**src/rtl/weight_settle_pkg.sv**
```systemverilog
// Shared widths and FSM state encoding for the weight_settle conditioner.
package weight_settle_pkg;

    localparam int unsigned WEIGHT_W = 12;
    localparam int unsigned COUNT_W  = 8;

    typedef enum logic [1:0] {
        IDLE    = 2'd0,
        SETTLE  = 2'd1,
        HELD    = 2'd2,
        RELEASE = 2'd3
    } state_t;

endpackage

```
**src/rtl/weight_settle_sat_counter.sv**
```systemverilog
// Clearable up-counter that loads 1, saturates at TERMINAL and flags the last step before it.
module sat_counter #(
    parameter int unsigned TERMINAL = 4
) (
    input  logic clk,
    input  logic reset,
    input  logic clr,
    input  logic load,
    input  logic inc,
    output logic last_c
);

    localparam int unsigned CW = $clog2(TERMINAL + 1);

    logic [CW-1:0] cnt;

    always_ff @(posedge clk) begin
        if (reset || clr) begin
            cnt <= '0;
        end else if (load) begin
            cnt <= CW'(1);
        end else if (inc && (cnt != CW'(TERMINAL))) begin
            cnt <= cnt + CW'(1);
        end
    end

    // High when one more qualifying sample reaches the terminal count.
    assign last_c = (cnt == CW'(TERMINAL - 1));

endmodule

```
**src/rtl/weight_settle.sv**
```systemverilog
// Debounces a noisy scale reading into one constant weight plateau per item for the sorter.
module weight_settle
    import weight_settle_pkg::*;
#(
    parameter int unsigned WIDTH         = WEIGHT_W,
    parameter int unsigned STABLE_CYCLES = 4,
    parameter int unsigned TOL           = 2,
    parameter int unsigned ZERO_THRESH   = 0,
    parameter int unsigned ZERO_CYCLES   = 3
) (
    input  logic               clk,
    input  logic               reset,
    input  logic [WIDTH-1:0]   raw_weight,
    output logic [WIDTH-1:0]   weight,
    output logic               item_valid,
    output logic [COUNT_W-1:0] item_count,
    output logic               busy
);

    localparam logic [WIDTH:0] EMPTY_LIM = (WIDTH + 1)'(ZERO_THRESH + 1);
    localparam logic [WIDTH:0] TOL_W     = (WIDTH + 1)'(TOL);

    state_t           state;
    logic [WIDTH-1:0] cand;
    logic [WIDTH:0]   raw_x;
    logic [WIDTH:0]   cand_x;
    logic [WIDTH:0]   diff_c;
    logic             empty_c;
    logic             in_tol_c;
    logic             scnt_clr, scnt_load, scnt_inc, scnt_last_c;
    logic             zcnt_clr, zcnt_load, zcnt_inc, zcnt_last_c;

    // Sample classification; difference taken one bit wider so it never wraps.
    assign raw_x    = {1'b0, raw_weight};
    assign cand_x   = {1'b0, cand};
    assign empty_c  = (raw_x < EMPTY_LIM);
    assign diff_c   = (raw_x >= cand_x) ? (raw_x - cand_x) : (cand_x - raw_x);
    assign in_tol_c = (diff_c <= TOL_W);

    // Counter control derived from the current state and sample.
    always_comb begin
        scnt_clr  = 1'b0;
        scnt_load = 1'b0;
        scnt_inc  = 1'b0;
        zcnt_clr  = 1'b0;
        zcnt_load = 1'b0;
        zcnt_inc  = 1'b0;
        case (state)
            IDLE: begin
                scnt_load = !empty_c;
            end
            SETTLE: begin
                if (empty_c)             scnt_clr  = 1'b1;
                else if (!in_tol_c)      scnt_load = 1'b1;
                else if (!scnt_last_c)   scnt_inc  = 1'b1;
                else                     scnt_clr  = 1'b1;
            end
            HELD: begin
                zcnt_load = empty_c;
            end
            RELEASE: begin
                if (!empty_c)            zcnt_clr = 1'b1;
                else if (!zcnt_last_c)   zcnt_inc = 1'b1;
                else                     zcnt_clr = 1'b1;
            end
        endcase
    end

    sat_counter #(.TERMINAL(STABLE_CYCLES)) u_scnt (
        .clk    (clk),
        .reset  (reset),
        .clr    (scnt_clr),
        .load   (scnt_load),
        .inc    (scnt_inc),
        .last_c (scnt_last_c)
    );

    sat_counter #(.TERMINAL(ZERO_CYCLES)) u_zcnt (
        .clk    (clk),
        .reset  (reset),
        .clr    (zcnt_clr),
        .load   (zcnt_load),
        .inc    (zcnt_inc),
        .last_c (zcnt_last_c)
    );

    // State, candidate and registered outputs.
    always_ff @(posedge clk) begin
        if (reset) begin
            state      <= IDLE;
            cand       <= '0;
            weight     <= '0;
            item_valid <= 1'b0;
            item_count <= '0;
            busy       <= 1'b0;
        end else begin
            item_valid <= 1'b0;
            case (state)
                IDLE: begin
                    if (!empty_c) begin
                        cand  <= raw_weight;
                        state <= SETTLE;
                        busy  <= 1'b1;
                    end
                end
                SETTLE: begin
                    if (empty_c) begin
                        state <= IDLE;
                        busy  <= 1'b0;
                    end else if (!in_tol_c) begin
                        cand <= raw_weight;
                    end else if (scnt_last_c) begin
                        state      <= HELD;
                        weight     <= cand;
                        item_valid <= 1'b1;
                        item_count <= item_count + COUNT_W'(1);
                    end
                end
                HELD: begin
                    if (empty_c) state <= RELEASE;
                end
                RELEASE: begin
                    if (!empty_c) begin
                        state <= HELD;
                    end else if (zcnt_last_c) begin
                        state  <= IDLE;
                        weight <= '0;
                        busy   <= 1'b0;
                    end
                end
            endcase
        end
    end

endmodule
```
**config.mk**
```make
export PLATFORM = sky130hd
export DESIGN_NAME = weight_settle
export DESIGN_NICKNAME = d
export VERILOG_FILES = /design/src/rtl/weight_settle_pkg.sv /design/src/rtl/weight_settle_sat_counter.sv /design/src/rtl/weight_settle.sv
export SDC_FILE = /design/constraint.sdc
export NUM_CORES = 1
export LEC_CHECK = 0
export ABC_CLOCK_PERIOD_IN_PS = 9200
export BUFFER_PORTS_ARGS = -buffer_cell sky130_fd_sc_hd__buf_4
export CORE_MARGIN = 2
export CORE_UTILIZATION = 30
export DETAILED_ROUTE_END_ITERATION = 10
export SYNTH_ARGS = -nofsm -noshare
export SYNTH_HDL_FRONTEND = slang
export SYNTH_HIERARCHICAL = 1
export SYNTH_SLANG_ARGS = --single-unit
```
**constraint.sdc**
```tcl
create_clock -name clk -period 9.2 [get_ports clk]
set_input_delay 1.38 -clock clk [delete_from_list [all_inputs] [get_ports clk]]
set_output_delay 1.38 -clock clk [all_outputs]
set_load 0.01 [all_outputs]
```
==> run metrics <==
global-route wire length before repair=13700 um; hold crit path type=reg -> reg; highest-count cells in the layout ignoring fill and taps=41 x dfxtp_1, 39 x inv_1, 35 x buf_4; WP data required=9.43 ns; depth of the worst register-to-register path=10; area delta synth->final=13.2%; worst-case vdd ir drop=0.0609 mV; nets@finish=463; clock-pin slew reported for the worst setup and hold paths after clock tree synthesis=0.08 ns; most common cell after layout, fill and taps aside=dfxtp_1; most used flip-flop cell after synthesis=dfxtp_1; number of DRC markers in iteration 0=191; Die Height=108 um; post-synthesis area per instance=8.23 sq um; width of the chip=108 um; area of the mapped netlist=3270 sq um; min cycle time layout=4.76 ns; WP data arrival=5.00 ns; run status=finished, final reports clean; hold worst-path end=weight[9]; Setup Fix Bufs, Post-CTS=0; count of mapped cells out of synthesis=397; clock latency at the later pin of the worst-skew pair=0.29 ns; warning count from the yosys run=6; area after detailed placement=3580 sq um; Post-CTS Hold Fix Bufs=0; number of buffers inserted during clock tree synthesis=5; number of flops mapped to enable cells by yosys=0; full die area=11700 sq um; detailed-route via count=2904; library cells used by synthesis=62; pin count of the biggest net entering global routing=43; upper clock frequency limit=0.210 GHz; final count of hold timing violations=0; final count of negative-setup-slack endpoints=0; final core occ=34.4%; launch point of the worst hold path=weight[9]; final-layout fill cell count=1152; vias in the first global route=2717; worst setup slack for register-to-register paths=5.29 ns; CP Class=in -> reg; number of register bits inferred by synthesis=41; count of clock tree sinks=41; diodes inserted=0; proportion of synthesized chip area in sequential cells=25.1%; detailed placer's ending HPWL=6380 um; final routed DRC violation total=0; period utilization=51.8%; transition at the pin with the smallest max-transition slack=0.967 ns; Std-Cell Core Area=10700 sq um; endpoint type of the worst setup path=flip-flop; CTS tree=yes; htree depth=2; count of cells resized by post-cts repair=0; power per cell area=120 nW/um^2; Syn Nets=443; remaining max-slew budget at the tightest pin=35.6%; final WL=8180 um; I/O pin cnt=36; length of the first detailed-routing pass in iterations=4; DRT antenna net count=0; endpoint of the most critical register-to-register path=weight[5]; cell depth of the worst min-delay path=1; RSZ-0062 raised after global routing=false; maximum count of clock buffers along a single path=2; antenna violations before repair=0; Buffers on Ports=35; final total negative setup slack=0 ns; startpoint class of the critical path=input port; Routed wire per std cell=14.7 um; static leakage power=1.64 nW; Row Count=38; launching point of the worst reg2reg path=cand[8]; highest net fanout along the worst path=16; GRT overflow=0; fraction of synthesis flops using an asynchronous set or reset pin=0%; Vias/cell=5.20; Final Cell Area=3700 sq um; fraction of final layout cells sized beyond drive strength 1=12.7%; global placer's final weighted congestion=0.916; Total GRT Usage=14.6%; Final Slew Violations=0; Max-cap violations=0; root cell of the clock tree=clkbuf_8; initial standard-cell utilization of the core=30.4%; worst clock skew on the final layout=0.00807 ns
## how the worst max path moves through the flow
stage	cells past startpoint	startpoint	end	slack, ns
floorplan	14	raw_weight[6]	u_scnt/cnt[2]	5.00
global placement	12	raw_weight[3]	weight[9]	4.29
detailed placement	12	raw_weight[8]	weight[8]	4.15
CTS	12	raw_weight[8]	weight[8]	4.44
global route	12	raw_weight[8]	weight[1]	4.06
finish	12	raw_weight[8]	weight[5]	4.44
## cells by family (layout without fill, tap and decap cells)
| family | count (synthesis) | in the layout | synth area share (%) |
|---|---|---|---|
| muxes | 16 | 16 | 4.90 |
| buffers and inverters | 62 | 83 | 8.35 |
| DFF | 41 | 41 | 25.1 |
| and+or+nand+nor | 122 | 122 | 21.2 |
| xor gates and xnor gates | 11 | 11 | 2.95 |
| AOI/OAI and AO/OA | 113 | 113 | 24.7 |
| adders and majority gates | 32 | 32 | 12.7 |
## report_power, final
part / leakage [nW] / internal [W] / switching (W)
logic: 1.25 / 0.0000431 / 0.0000635
clock network: 0.0585 / 0.0000885 / 0.0000617
registers: 0.335 / 0.000181 / 0.00000492
total: 1.64 / 0.000313 / 0.000130
## worst max-delay path, stage by stage
cell	delay, ns
buf_4	0.10
inv_1	0.04
ha_1	0.54
nand4_1	0.25
nor3_1	0.39
o211ai_1	0.15
and3_1	0.26
nor4_1	0.26
o32a_1	0.32
o211ai_2	0.30
nor2_1	0.76
a22o_1	0.24
## sequential cells by signal, indices dropped and copies added (netlist names), named ones only
name	cells
weight	12
u_zcnt/cnt	2
busy	1
item_count	8
state	1
u_scnt/cnt	3
item_valid	1
cand	12
## synth_stat cells (3+ instances only)
master,count,share of area (%)
dfxtp_1,41,25
inv_1,39,4.5
ha_1,30,11
a21oi_1,29,4.4
nand2b_1,26,5.0
nor2_1,18,2.1
mux2i_1,16,4.9
nand2_1,15,1.7
o21ai_0,14,2.1
a22o_1,12,3.2
clkbuf_1,10,1.1
nor3_1,10,1.5
a21o_1,9,2.1
buf_2,8,1.2
xor2_1,8,2.1
nand4_1,7,1.3
o211ai_1,7,1.6
and3_1,6,1.1
nor2b_1,6,1.1
or3_1,6,1.1
and2_1,5,0.96
nand3_1,5,0.77
o21a_1,5,1.1
a211oi_1,4,0.92
a221oi_1,4,1.1
buf_6,4,1.4
nor4_1,4,0.77
a31oi_1,3,0.57
a41oi_1,3,0.80
nor3b_1,3,0.69
xnor2_1,3,0.80
## routing by layer
| metal | GRT usage [%] | up-vias | routed length, um |
|---|---|---|---|
| li1 | - | 1456 | - |
| met4 | 5.68 | 0 | 193 |
| met1 | 19.9 | 1370 | 3780 |
| met2 | 22.9 | 62 | 3870 |
| met3 | 2.41 | 16 | 334 |
| met5 | 0 | - | 0 |
## through the flow
stage / power, W / instances / setup WS, ns / hold slack (ns)
2_1_floorplan: 0.000268 / 397 / 5.00 / 0.447
3_3_place_gp: 0.000294 / 550 / 4.29 / 0.468
3_5_place_dp: 0.000295 / 550 / 4.15 / 0.467
4_1_cts: 0.000447 / 558 / 4.44 / 0.490
5_1_grt: 0.000470 / 558 / 4.06 / 0.501
6_report: 0.000443 / 558 / 4.44 / 0.487
## cell type report
type / count / area, sq um / area share (%)
Multi-Input combinational cell: 294 / 2170 / 58.8
Clock buffer: 7 / 86.3 / 2.33
Clock inverter: 1 / 30.0 / 0.812
Sequential cell: 41 / 821 / 22.2
Timing Repair Buffer: 35 / 263 / 7.10
Inverter: 40 / 150 / 4.06
Tap cell: 140 / 175 / 4.73
(Power assumes the default switching activity.)
